[config.mk]
export PLATFORM = sky130hd
export DESIGN_NAME = history_display
export DESIGN_NICKNAME = d
export VERILOG_FILES = /design/src/rtl/history_display.sv
export SDC_FILE = /design/constraint.sdc
export NUM_CORES = 1
export LEC_CHECK = 0
export ABC_AREA = 1
export CORE_ASPECT_RATIO = 0.75
export CORE_MARGIN = 2
export CORE_UTILIZATION = 35
export CTS_CLUSTER_SIZE = 12
export DETAILED_ROUTE_END_ITERATION = 10
export GPL_TIMING_DRIVEN = 0
export SYNTH_ARGS = -nofsm -noshare
export SYNTH_HDL_FRONTEND = slang
export SYNTH_SLANG_ARGS = --single-unit
[constraint.sdc]
create_clock -name ClockIn -period 3.39 [get_ports ClockIn]
set_clock_uncertainty 0.05 [all_clocks]
set_input_delay 1.017 -clock ClockIn [delete_from_list [all_inputs] [get_ports ClockIn]]
set_output_delay 1.017 -clock ClockIn [all_outputs]
set_load 0.03 [all_outputs]
[src/rtl/history_display.sv]
// history_display
//   Keeps the four most recent values of the display counter and scans them
//   onto four active-low common-anode seven-segment digits.
//
//   Ports
//     ClockIn      : single clock, everything updates on its rising edge
//     Reset        : asynchronous, active-low reset
//     EnableDC     : one-cycle tick from the counter stage (increment cycle)
//     CounterValue : counter output, valid from the cycle after EnableDC
//     Freeze       : suppresses history capture; the scan keeps running
//     History      : [3:0] newest entry ... [15:12] oldest entry
//     Valid        : number of filled history entries, 0..4
//     DigitSel     : one-hot active-low anode enables, bit i = digit i
//     Segments     : active-low segments {g,f,e,d,c,b,a}
module history_display #(
  parameter int REFRESH_DIV = 4
) (
  input  logic        ClockIn,
  input  logic        Reset,
  input  logic        EnableDC,
  input  logic [3:0]  CounterValue,
  input  logic        Freeze,
  output logic [15:0] History,
  output logic [2:0]  Valid,
  output logic [3:0]  DigitSel,
  output logic [6:0]  Segments
);

  localparam int            CW        = $clog2(REFRESH_DIV);
  localparam logic [CW-1:0] SCAN_LOAD = CW'(REFRESH_DIV - 1);

  // The digit index is the only state machine: it walks 0..3 and wraps.
  typedef enum logic [1:0] {
    DIG0 = 2'd0,
    DIG1 = 2'd1,
    DIG2 = 2'd2,
    DIG3 = 2'd3
  } digit_e;

  logic          tick_q, tick_d;
  logic [15:0]   history_q, history_d;
  logic [2:0]    valid_q, valid_d;
  logic [CW-1:0] scan_cnt_q, scan_cnt_d;
  digit_e        idx_q, idx_d;
  logic [3:0]    digit_sel_q, digit_sel_d;
  logic [6:0]    segments_q, segments_d;

  logic [1:0]    idx_bits;
  logic [3:0]    digit_nib;

  function automatic logic [6:0] hex7(input logic [3:0] v);
    logic [6:0] s;
    case (v)
      4'h0: s = 7'b1000000;
      4'h1: s = 7'b1111001;
      4'h2: s = 7'b0100100;
      4'h3: s = 7'b0110000;
      4'h4: s = 7'b0011001;
      4'h5: s = 7'b0010010;
      4'h6: s = 7'b0000010;
      4'h7: s = 7'b1111000;
      4'h8: s = 7'b0000000;
      4'h9: s = 7'b0010000;
      4'hA: s = 7'b0001000;
      4'hB: s = 7'b0000011;
      4'hC: s = 7'b1000110;
      4'hD: s = 7'b0100001;
      4'hE: s = 7'b0000110;
      default: s = 7'b0001110;
    endcase
    return s;
  endfunction

  // Capture path. The counter shows its new value one cycle after the tick,
  // so the tick is delayed by one cycle to line up with that value.
  always_comb begin
    tick_d    = EnableDC;
    history_d = history_q;
    valid_d   = valid_q;
    if (tick_q && !Freeze) begin
      history_d = {history_q[11:0], CounterValue};
      valid_d   = (valid_q == 3'd4) ? 3'd4 : valid_q + 3'd1;
    end
  end

  // Scan divider and digit index next-state.
  always_comb begin
    scan_cnt_d = scan_cnt_q - CW'(1);
    idx_d      = idx_q;
    if (scan_cnt_q == '0) begin
      scan_cnt_d = SCAN_LOAD;
      case (idx_q)
        DIG0:    idx_d = DIG1;
        DIG1:    idx_d = DIG2;
        DIG2:    idx_d = DIG3;
        default: idx_d = DIG0;
      endcase
    end
  end

  // Display outputs are registered from the current index and history, so
  // they trail idx by one cycle; a capture and an index change that land on
  // the same edge therefore reach the pins together.
  always_comb begin
    idx_bits    = idx_q;
    digit_nib   = history_q[{idx_bits, 2'b00} +: 4];
    digit_sel_d = ~(4'b0001 << idx_bits);
    if ({1'b0, idx_bits} >= valid_q) begin
      segments_d = 7'b1111111;  // empty slot: anode still driven, segments dark
    end else begin
      segments_d = hex7(digit_nib);
    end
  end

  always_ff @(posedge ClockIn or negedge Reset) begin
    if (!Reset) begin
      tick_q      <= 1'b0;
      history_q   <= '0;
      valid_q     <= '0;
      scan_cnt_q  <= SCAN_LOAD;
      idx_q       <= DIG0;
      digit_sel_q <= 4'b1111;
      segments_q  <= 7'b1111111;
    end else begin
      tick_q      <= tick_d;
      history_q   <= history_d;
      valid_q     <= valid_d;
      scan_cnt_q  <= scan_cnt_d;
      idx_q       <= idx_d;
      digit_sel_q <= digit_sel_d;
      segments_q  <= segments_d;
    end
  end

  assign History  = history_q;
  assign Valid    = valid_q;
  assign DigitSel = digit_sel_q;
  assign Segments = segments_q;

endmodule

==> results.py <==
metrics = {
    "grt": {
        "grt_max_degree": 36,
        "antenna_found_initial": 0,
        "grt_pass1_wl_um": 6040,
        "grt_pass1_vias": 1202,
        "overflow": 0,
        "grt.total_usage": 0.138,
    },
    "synthesis": {
        "synthTopCellsByCount": "41 x nand2_1, 24 x inv_1, 22 x dfrtp_1, 22 x nand3_1, 15 x ha_1",
        "yosysWarnings": 0,
        "async_flop_share": 1.00,
        "synth_mux_area_frac": 0.0501,
        "synth_top_family_by_area": "simple AND/OR/NAND/NOR gates",
        "synth.avg_cell_area_um2": 9.47,
        "syn_nets": 213,
        "synth_seq_cells": 35,
        "yosysTopAreaCell": "dfrtp_1",
        "synth-edff-count": 0,
        "ys_seq_area_frac": 0.496,
        "synth_top_area_frac": 0.306,
        "synthSimpleGateAreaFrac": 0.225,
        "synth.most_common_cell": "nand2_1",
        "netlist_area_mm2": 0.00180,
        "netlist_top_cells_area": "dfrtp_1 31%, dfstp_2 19%, ha_1 10%",
        "synth-xor-area-share": 0,
        "synth_compound_area_frac": 0.0515,
        "synth_fa_ha_area_frac": 0.104,
        "ys_types": 22,
        "ys.flop_type": "dfrtp_1",
        "syn-instance-count": 190,
    },
    "critical_path": {
        "setup.worst_path.start": "Segments[6]$_DFF_PN1_",
        "cp-start-kind": "flop",
        "arrival_ps": 1460,
        "cp.required_ps": 2320,
        "r2r_setup_slack_ps": 1540,
        "crit_chain": "clkdlybuf4s50_1",
        "reg2reg_depth": 9,
        "crit_type": "flop to output pin",
        "crit_slowest_cell": "clkdlybuf4s50_1",
        "end_kind": "output pin",
        "path_delay_family": "buffers and inverters",
        "r2r_start": "idx_bits[1]$_DFFE_PN0P_",
        "r2r-end": "Segments[0]$_DFF_PN1_",
        "critical-path-max-stage-delay_ps": 660,
        "crit_buf_inv": 1,
        "path_max_fanout": 1,
    },
    "cts": {
        "cts_tree": "done",
        "cts_root_buf": "clkbuf_8",
        "clock_latency_ps": 280,
        "cts_hold_buf": 0,
        "cts_setup_buffers": 0,
        "cts_buffers": 5,
        "htreeDepth": 2,
        "cts_resized": 0,
        "clkTransAtPathRegs_ps": 70,
        "clock_sinks": 35,
        "clock_path_buffers": 2,
    },
    "cells_and_area": {
        "diodes": 0,
        "area_delta_synth_final_pct": 29.6,
        "fillers": 483,
        "drive_gt1_frac": 0.191,
        "nets": 257,
        "final_area_mm2": 0.00233,
    },
    "power_and_ir_drop": {
        "power_switching_w": 0.000586,
        "p_int_w": 0.000961,
        "power.density_mw_per_mm2": 664,
        "swShare": 0.379,
        "sequentialPowerShare": 0.388,
        "ir_worst_vdd_mv": 0.268,
        "pwr-share-comb": 0.414,
        "leakagePower_nw": 1.11,
        "clkPwrFrac": 0.198,
    },
    "die": {
        "rows": 22,
        "fp.dieW_um": 86.8,
        "die_area_mm2": 0.00574,
        "ios": 38,
        "start_util": 0.365,
        "die_h_um": 66.1,
        "core_area_mm2": 0.00493,
    },
    "routing": {
        "totalWireLength_um": 3480,
        "vias": 1311,
        "drtIter0Drc": 49,
        "drcViolationCount": 0,
        "firstDrtPassIters": 4,
        "wl_per_cell_um": 11.8,
        "viasPerCell": 4.44,
        "ant_nets": 0,
    },
    "sta": {
        "holdWs_ps": 483,
        "slew_viol_final": 0,
        "tns_ps": 0,
        "slew_headroom": 0.486,
        "max_freq_mhz": 396,
        "rsz0062_at_grt": "false",
        "fin_crit_ps": 2520,
        "setup_viol": 0,
        "worst_slew_pin_slew_ps": 770,
        "period_share": 0.745,
        "final_hold_viol_count": 0,
    },
    "min_path": {
        "min_to": "History[15]$_DFFE_PN0P_",
        "whs_path_depth": 2,
        "worstHoldStart": "History[15]$_DFFE_PN0P_",
        "min_path_type": "flop to flop",
    },
    "run": {
        "drv_cap": 0,
    },
    "status": {
        "status": "finished clean",
    },
    "placed_design": {
        "hpwl_um": 2510,
        "port-buffer-count": 37,
        "place_congestion": 0.840,
        "dpl_cell_area_mm2": 0.00224,
    },
}
==> power groups by stage <==
stage / sequential, W / clock, W / combinational, W
floorplan: 0.000793 / 0 / 0.000210
global placement: 0.000609 / 0 / 0.000642
detailed placement: 0.000608 / 0 / 0.000645
CTS: 0.000602 / 0.000318 / 0.000648
global route: 0.000615 / 0.000340 / 0.000701
finish: 0.000601 / 0.000307 / 0.000640
==> sequential cells by signal, summed over array words and instances (netlist names) <==
register and count:
History 16, Segments 7, DigitSel 4, Valid 3, idx_bits 2, scan_cnt_q 2
tick_q 1
==> logic make-up after synthesis <==
group	after synthesis
DFF	35
muxes	8
and+or+nand+nor	83
adders and majority gates	15
buffers and inverters	31
AOI/OAI and AO/OA	18
==> per-layer routing <==
metal  track usage  part of all wire  up-vias  routed length, um
met3        0.0499             0.060        6                208
li1              -                 -      697                  -
met2         0.173              0.37       31               1290
met1         0.210              0.56      577               1940
met4        0.0527             0.011        0                 40
met5             0                 0        -                  0
==> worst max path at each step <==
stage / end / slack [ps] / cells past startpoint
finish: Segments[6] / 870 / 1
global route: DigitSel[3] / 820 / 1
CTS: Segments[4] / 850 / 1
detailed placement: History[15]$_DFFE_PN0P_ / 1000 / 6
global placement: Valid[2]$_DFFE_PN0P_ / 470 / 1
floorplan: History[10]$_DFFE_PN0P_ / 1600 / 4
==> through the flow <==
stage,setup slack [ps],cells,power (W),utilization
4_1_cts,852,295,0.00157,0.473
6_report,866,295,0.00155,0.473
3_5_place_dp,996,287,0.00125,0.455
2_1_floorplan,1600,190,0.00100,-
5_1_grt,821,295,0.00166,0.473
3_3_place_gp,466,287,0.00125,0.456
==> final cells by class <==
cell class              instances  area (um2)  area share
clock buffers                   7        86.3      0.0370
inverters                      27         106      0.0456
multi-input cells             124         776       0.333
repair buffers                 37         365       0.157
flip-flops and latches         35         892       0.383
plain buffers                   4        25.0      0.0107
well taps                      60        75.1      0.0322
clock inverters                 1        5.00     0.00215
==> cell usage in the layout, fill, tap and decap left out <==
master | synthesis | layout
nand3_4 | 2 | 2
nand2_4 | 2 | 2
clkbuf_8 | 0 | 6
inv_2 | 2 | 2
mux2_2 | 8 | 8
a21oi_1 | 8 | 8
inv_1 | 24 | 24
nand2_2 | 3 | 3
or2_2 | 1 | 1
clkbuf_1 | 1 | 2
buf_6 | 1 | 1
ha_1 | 15 | 15
o211ai_1 | 1 | 1
inv_6 | 1 | 1
nand2_1 | 41 | 41
nand3_1 | 22 | 22
dfrtp_1 | 22 | 22
nand3_2 | 1 | 1
nor2_4 | 1 | 1
clkinv_2 | 0 | 1
clkdlybuf4s50_1 | 0 | 36
dfstp_2 | 13 | 13
o21ai_0 | 9 | 9
buf_2 | 2 | 3
nor2_1 | 10 | 10
(Power assumes the default switching activity.)
